<file path="src/rtl/avg_filter_pkg.sv">
// rtl/avg_filter_pkg.sv - shared types and width helper for the moving-average filter
package avg_filter_pkg;

    typedef enum logic [1:0] {
        S_IDLE,
        S_READ,
        S_UPDATE,
        S_OUT
    } state_t;

    function automatic int sum_width(input int width, input int log2_n);
        return width + log2_n;
    endfunction

endpackage

</file>
<file path="src/rtl/avg_delay_line.sv">
// rtl/avg_delay_line.sv - per-channel N-deep sample history with async clear
module avg_delay_line #(
    parameter int WIDTH  = 24,
    parameter int LOG2_N = 4
) (
    input  logic              clk,
    input  logic              reset_n,
    input  logic [LOG2_N-1:0] wptr,
    input  logic              we,
    input  logic [WIDTH-1:0]  wdata,
    output logic [WIDTH-1:0]  oldest
);

    localparam int N = 1 << LOG2_N;

    logic [WIDTH-1:0] line_q [N];
    logic [WIDTH-1:0] line_d [N];

    always_comb begin
        line_d = line_q;
        if (we) begin
            line_d[wptr] = wdata;
        end
    end

    always_ff @(posedge clk or negedge reset_n) begin
        if (!reset_n) begin
            for (int i = 0; i < N; i++) begin
                line_q[i] <= '0;
            end
        end else begin
            line_q <= line_d;
        end
    end

    // The slot about to be overwritten holds the sample leaving the window.
    assign oldest = line_q[wptr];

endmodule

</file>
<file path="src/rtl/multichannel_avg_filter.sv">
// rtl/multichannel_avg_filter.sv - multichannel boxcar average, one shared adder; AVG_FILTER_ROUND_EN selects rounding
module multichannel_avg_filter
    import avg_filter_pkg::*;
#(
    parameter int WIDTH    = 24,
    parameter int CHANNELS = 2,
    parameter int LOG2_N   = 4
) (
    input  logic                      clk,
    input  logic                      reset_n,
    input  logic                      in_valid,
    output logic                      in_ready,
    input  logic [CHANNELS*WIDTH-1:0] in_data,
    output logic                      out_valid,
    input  logic                      out_ready,
    output logic [CHANNELS*WIDTH-1:0] out_data,
    output logic                      primed
);

    localparam int N  = 1 << LOG2_N;
    localparam int SW = sum_width(WIDTH, LOG2_N);
    localparam int CW = (CHANNELS > 1) ? $clog2(CHANNELS) : 1;
    localparam logic [CW-1:0]     LAST_CH = CW'(CHANNELS - 1);
    localparam logic [LOG2_N:0]   FILL_MAX = (LOG2_N + 1)'(N);

    state_t                           state_q, state_d;
    logic [CW-1:0]                    ch_q, ch_d;
    logic [CHANNELS-1:0][WIDTH-1:0]   smp_q, smp_d;
    logic [WIDTH-1:0]                 oldest_q, oldest_d;
    logic signed [SW-1:0]             sum_q [CHANNELS];
    logic signed [SW-1:0]             sum_d [CHANNELS];
    logic [LOG2_N-1:0]                wptr_q, wptr_d;
    logic [LOG2_N:0]                  fill_q, fill_d;
    logic [CHANNELS-1:0][WIDTH-1:0]   out_q, out_d;

    logic [WIDTH-1:0]                 dl_oldest [CHANNELS];
    logic [WIDTH-1:0]                 cur_smp;
    logic signed [SW-1:0]             sum_new;
    logic [WIDTH-1:0]                 avg_lane;

    for (genvar c = 0; c < CHANNELS; c++) begin : g_line
        avg_delay_line #(
            .WIDTH  (WIDTH),
            .LOG2_N (LOG2_N)
        ) u_line (
            .clk     (clk),
            .reset_n (reset_n),
            .wptr    (wptr_q),
            .we      ((state_q == S_UPDATE) && (ch_q == CW'(c))),
            .wdata   (smp_q[c]),
            .oldest  (dl_oldest[c])
        );
    end

    assign cur_smp = smp_q[ch_q];

    always_comb begin
        sum_new = sum_q[ch_q]
                + {{LOG2_N{cur_smp[WIDTH-1]}}, cur_smp}
                - {{LOG2_N{oldest_q[WIDTH-1]}}, oldest_q};
`ifdef AVG_FILTER_ROUND_EN
        // Adding N/2 before the shift only ever carries through the bit just below the cut.
        avg_lane = sum_new[LOG2_N +: WIDTH] + WIDTH'(sum_new[LOG2_N-1]);
`else
        avg_lane = sum_new[LOG2_N +: WIDTH];
`endif
    end

    always_comb begin
        state_d  = state_q;
        ch_d     = ch_q;
        smp_d    = smp_q;
        oldest_d = oldest_q;
        sum_d    = sum_q;
        wptr_d   = wptr_q;
        fill_d   = fill_q;
        out_d    = out_q;
        case (state_q)
            S_IDLE: begin
                if (in_valid) begin
                    smp_d   = in_data;
                    ch_d    = '0;
                    state_d = S_READ;
                end
            end
            S_READ: begin
                oldest_d = dl_oldest[ch_q];
                state_d  = S_UPDATE;
            end
            S_UPDATE: begin
                sum_d[ch_q] = sum_new;
                out_d[ch_q] = avg_lane;
                if (ch_q == LAST_CH) begin
                    wptr_d  = wptr_q + 1'b1;
                    if (fill_q != FILL_MAX) begin
                        fill_d = fill_q + 1'b1;
                    end
                    state_d = S_OUT;
                end else begin
                    ch_d    = ch_q + 1'b1;
                    state_d = S_READ;
                end
            end
            S_OUT: begin
                if (out_ready) begin
                    state_d = S_IDLE;
                end
            end
            default: state_d = S_IDLE;
        endcase
    end

    always_ff @(posedge clk or negedge reset_n) begin
        if (!reset_n) begin
            state_q  <= S_IDLE;
            ch_q     <= '0;
            smp_q    <= '0;
            oldest_q <= '0;
            for (int i = 0; i < CHANNELS; i++) begin
                sum_q[i] <= '0;
            end
            wptr_q   <= '0;
            fill_q   <= '0;
            out_q    <= '0;
        end else begin
            state_q  <= state_d;
            ch_q     <= ch_d;
            smp_q    <= smp_d;
            oldest_q <= oldest_d;
            sum_q    <= sum_d;
            wptr_q   <= wptr_d;
            fill_q   <= fill_d;
            out_q    <= out_d;
        end
    end

    assign in_ready  = (state_q == S_IDLE);
    assign out_valid = (state_q == S_OUT);
    assign out_data  = out_q;
    assign primed    = (fill_q == FILL_MAX);

endmodule
</file>
<file path="config.mk">
export PLATFORM = sky130hd
export DESIGN_NAME = multichannel_avg_filter
export DESIGN_NICKNAME = d
export VERILOG_FILES = /design/src/rtl/avg_filter_pkg.sv /design/src/rtl/avg_delay_line.sv /design/src/rtl/multichannel_avg_filter.sv
export SDC_FILE = /design/constraint.sdc
export NUM_CORES = 1
export LEC_CHECK = 0
export ABC_AREA = 1
export BUFFER_PORTS_ARGS = -buffer_cell sky130_fd_sc_hd__buf_2
export CAP_MARGIN = 25
export CELL_PAD_IN_SITES_DETAIL_PLACEMENT = 0
export CELL_PAD_IN_SITES_GLOBAL_PLACEMENT = 1
export CORE_UTILIZATION = 43
export DETAILED_ROUTE_END_ITERATION = 7
export PLACE_DENSITY = 0.82
export SYNTH_ARGS = -nofsm -noshare
export SYNTH_HDL_FRONTEND = slang
export SYNTH_SLANG_ARGS = --single-unit
</file>
<file path="constraint.sdc">
create_clock -name clk -period 2.9 [get_ports clk]
set_clock_uncertainty 0.15 [all_clocks]
set_input_delay 0.29 -clock clk [delete_from_list [all_inputs] [get_ports clk]]
set_output_delay 0.29 -clock clk [all_outputs]
set_load 0.02 [all_outputs]
</file>
==> run summary <==
Run status: finished with violations
Failing checks: setup timing
Diode count: 0
Width of the die: 319 µm
TritonCTS clock tree: built
CP max FO: 7
F_max: 316 MHz
Initial DRT Pass Iterations: 6
Startpoint types: register
Area of the multi-input gates: 18400 µm²
FF/Latch Area: 22700 µm²
Initial DRC count: 3096
Die height: 319 µm
Most common cell after layout, fill and taps aside: nand2_1
Crit path time final: 3.17 ns
Crit-path cells: buf_12 -> buf_4 -> mux2i_2 -> fa_1 -> inv_2 -> ha_4 -> nand2_2 -> inv_1 -> nand2_1 -> nand2_1 -> nand2_1 -> nand3b_1 -> nand2_1 -> nand2_1 -> nand2_1 -> nand3_1 -> nand2_1
Core ar.: 98900 µm²
Crit path top cell by count: nand2_1
Initial Util: 0.436
Setup crit end kind: register
CP Class: register to register
Slowest stage cell on the critical path: dfrtp_4
CP bufs+invs: 4
Arrival @ worst endpoint: 3.58 ns
Design area: 51000 µm²
Worst Max-Slew Pin Slew: 0.705 ns
Placed cell area: 46100 µm²
Via count: 37300
Pins Over Slew Limit: 0
H-tree levels: 3
Data required, critical path: 3.31 ns
Final Hold Vio Count: 0
MaxCap Viol Count: 0
Core Util, Final: 0.516
Fin nets: 5579
DRC: 0
RSZ-0062 raised after global routing: true
Yosys cell types: 29
Sequential area share after synthesis: 0.527
IO Count: 103
Initial antenna violation count: 4
Routed WL: 141 mm
Rows: 115
Rel. slew slack: 0.530
GRT overflow: 0
Largest net degree at the start of global routing: 111
Crit share post-route: 1.09
Port Buf Inserts: 102
# setup viols final: 48
Area contributors post-synth: dfrtp_1 (53%), nand2_1 (13%), o21ai_0 (13%)
Crit-path max cell delay: 0.54 ns
Via density per instance: 5.47
CTS buffer count: 96
Clock slew at reported path FFs: 0.06 ns
Root Driver: clkbuf_16
Deepest clock path buffer count: 3
First-pass GRT wire length: 218 mm
Yosys Warn Count: 0
Via count of the first global-routing pass: 35900
Share of post-route cells with drive strength above 1: 0.138
Average size of a mapped cell: 8.00 µm²
GPL Wtd Cong: 0.925
# clock sinks: 908
Filler instances: 9398
Yosys top cell by area: dfrtp_1
Most frequent cells in the layout: nand2_1 (1402), o21ai_0 (1067), dfrtp_1 (905), nor2_1 (466), inv_1 (276)
Post-Syn Nets: 5503
Drt wl/cell: 20.6 µm
Area Growth Syn to Fin: 18.4%
Worst-Skew Late Latency: 0.68 ns
Flops & latches, synth: 908
Hold crit path type: primary input to asynchronous set/reset pin
Die ar.: 102000 µm²
All-Layer GR Usage: 0.278
Family with the most delay on the worst path: simple AND/OR/NAND/NOR gates
Synth Instances: 5389
DP HPWL: 86.3 mm
Synthesized cell area: 43100 µm²
Final WS setup: -0.267 ns
Yosys top cell area share: 0.527
Setup TNS: -7.42 ns
Detail Route Antenna Nets: 0
## layout make-up
class | instances | area share
Tap cell | 1287 | 0.0316
Multi-Input combinational cell | 3729 | 0.361
Clock inverter | 22 | 0.00488
Sequential cell | 908 | 0.445
Clock buffer | 153 | 0.0584
Inverter | 304 | 0.0227
Timing Repair Buffer | 426 | 0.0761
## what timing repair did
action / in CTS / in global routing
gates cloned: 2 / 1
setup buffers: 3 / 9
resized for setup: 162 / 118
hold buffers: 51 / 0
endpoints found under the hold margin: 682 / 0
endpoints found under the setup margin: 49 / 50
pin swaps: 23 / 42
## metal layers
layer,vias up,global-route usage,wire length [µm]
met3,270,0.0396,8760
met5,-,0,50
li1,17600,-,-
met1,18300,0.390,62700
met2,1186,0.437,64300
met4,8,0.104,5140
## path summary, 6_finish.rpt
kind | from | to | slack (ns) | depth (start not counted)
min in group clk | in_valid | smp_q[4]$_DFFE_PN0P_ | 0.09 | 5
max in group asynchronous | reset_n | wptr_q[0]$_DFFE_PN0P_ | 1.62 | 4
hold reg to reg | g_line[1].u_line.line_q[255]$_DFFE_PN0P_ | g_line[1].u_line.line_q[255]$_DFFE_PN0P_ | 0.33 | 2
setup / recovery | ch_q$_DFFE_PN0P_ | sum_q[17]$_DFFE_PN0P_ | -0.27 | 17
setup reg to reg | ch_q$_DFFE_PN0P_ | sum_q[17]$_DFFE_PN0P_ | -0.27 | 17
hold / removal | reset_n | g_line[1].u_line.line_q[153]$_DFFE_PN0P_ | 0.05 | 2
## logic make-up (layout without fill, tap and decap cells)
logic type,after synthesis,after routing,synth area share
AND/OR/NAND/NOR,2228,2228,0.203
AO/OA/AOI/OAI,1400,1400,0.166
flip-flops,908,908,0.527
buffers and inverters,752,905,0.0730
adder cells (fa/ha/maj),62,62,0.0227
XOR/XNOR,22,22,0.00447
multiplexers,17,17,0.00395
## synthesized netlist by cell type
cell / instances
nand3b_1: 8
nor3_1: 6
buf_2: 112
nor2_4: 1
xnor2_1: 8
inv_1: 299
nand4_1: 26
and2_1: 3
o21ai_1: 6
a21o_1: 1
a21oi_1: 200
buf_1: 43
or2_2: 2
nand2_1: 1483
o211ai_1: 20
nor3_2: 1
nand3_1: 208
inv_2: 5
clkbuf_1: 244
dfrtp_1: 908
nor2_1: 486
nor2_2: 4
o22ai_1: 65
fa_1: 27
xor2_1: 14
mux2i_1: 17
buf_4: 49
ha_1: 35
o21ai_0: 1108
## sequential cells by signal, summed over array words and instances (netlist names)
signal	cells
g_line.u_line.line_q	768
sum_q	56
smp_q	48
oldest_q	24
fill_q	5
wptr_q	4
state_q	2
ch_q	1
## through the flow
stage	hold slack (ns)	std cells	setup WS [ns]
3_3_place_gp	0.151	6591	-0.336
5_1_grt	0.0594	6829	-0.383
2_1_floorplan	-0.156	5389	0.0107
3_5_place_dp	0.150	6591	-0.374
6_report	0.0482	6829	-0.267
4_1_cts	0.0372	6821	-0.162
## worst register-to-register path, cell delays in order, from the launching register on
cell	delay (ns)
dfrtp_4	0.54
buf_12	0.18
buf_4	0.15
mux2i_2	0.16
fa_1	0.54
inv_2	0.05
ha_4	0.30
nand2_2	0.10
inv_1	0.13
nand2_1	0.08
nand2_1	0.06
nand2_1	0.05
nand3b_1	0.20
nand2_1	0.12
nand2_1	0.07
nand2_1	0.06
nand3_1	0.08
nand2_1	0.05
Power is not shown: default switching activity piles up to over one toggle a cycle in this logic, so the estimate is an artifact.
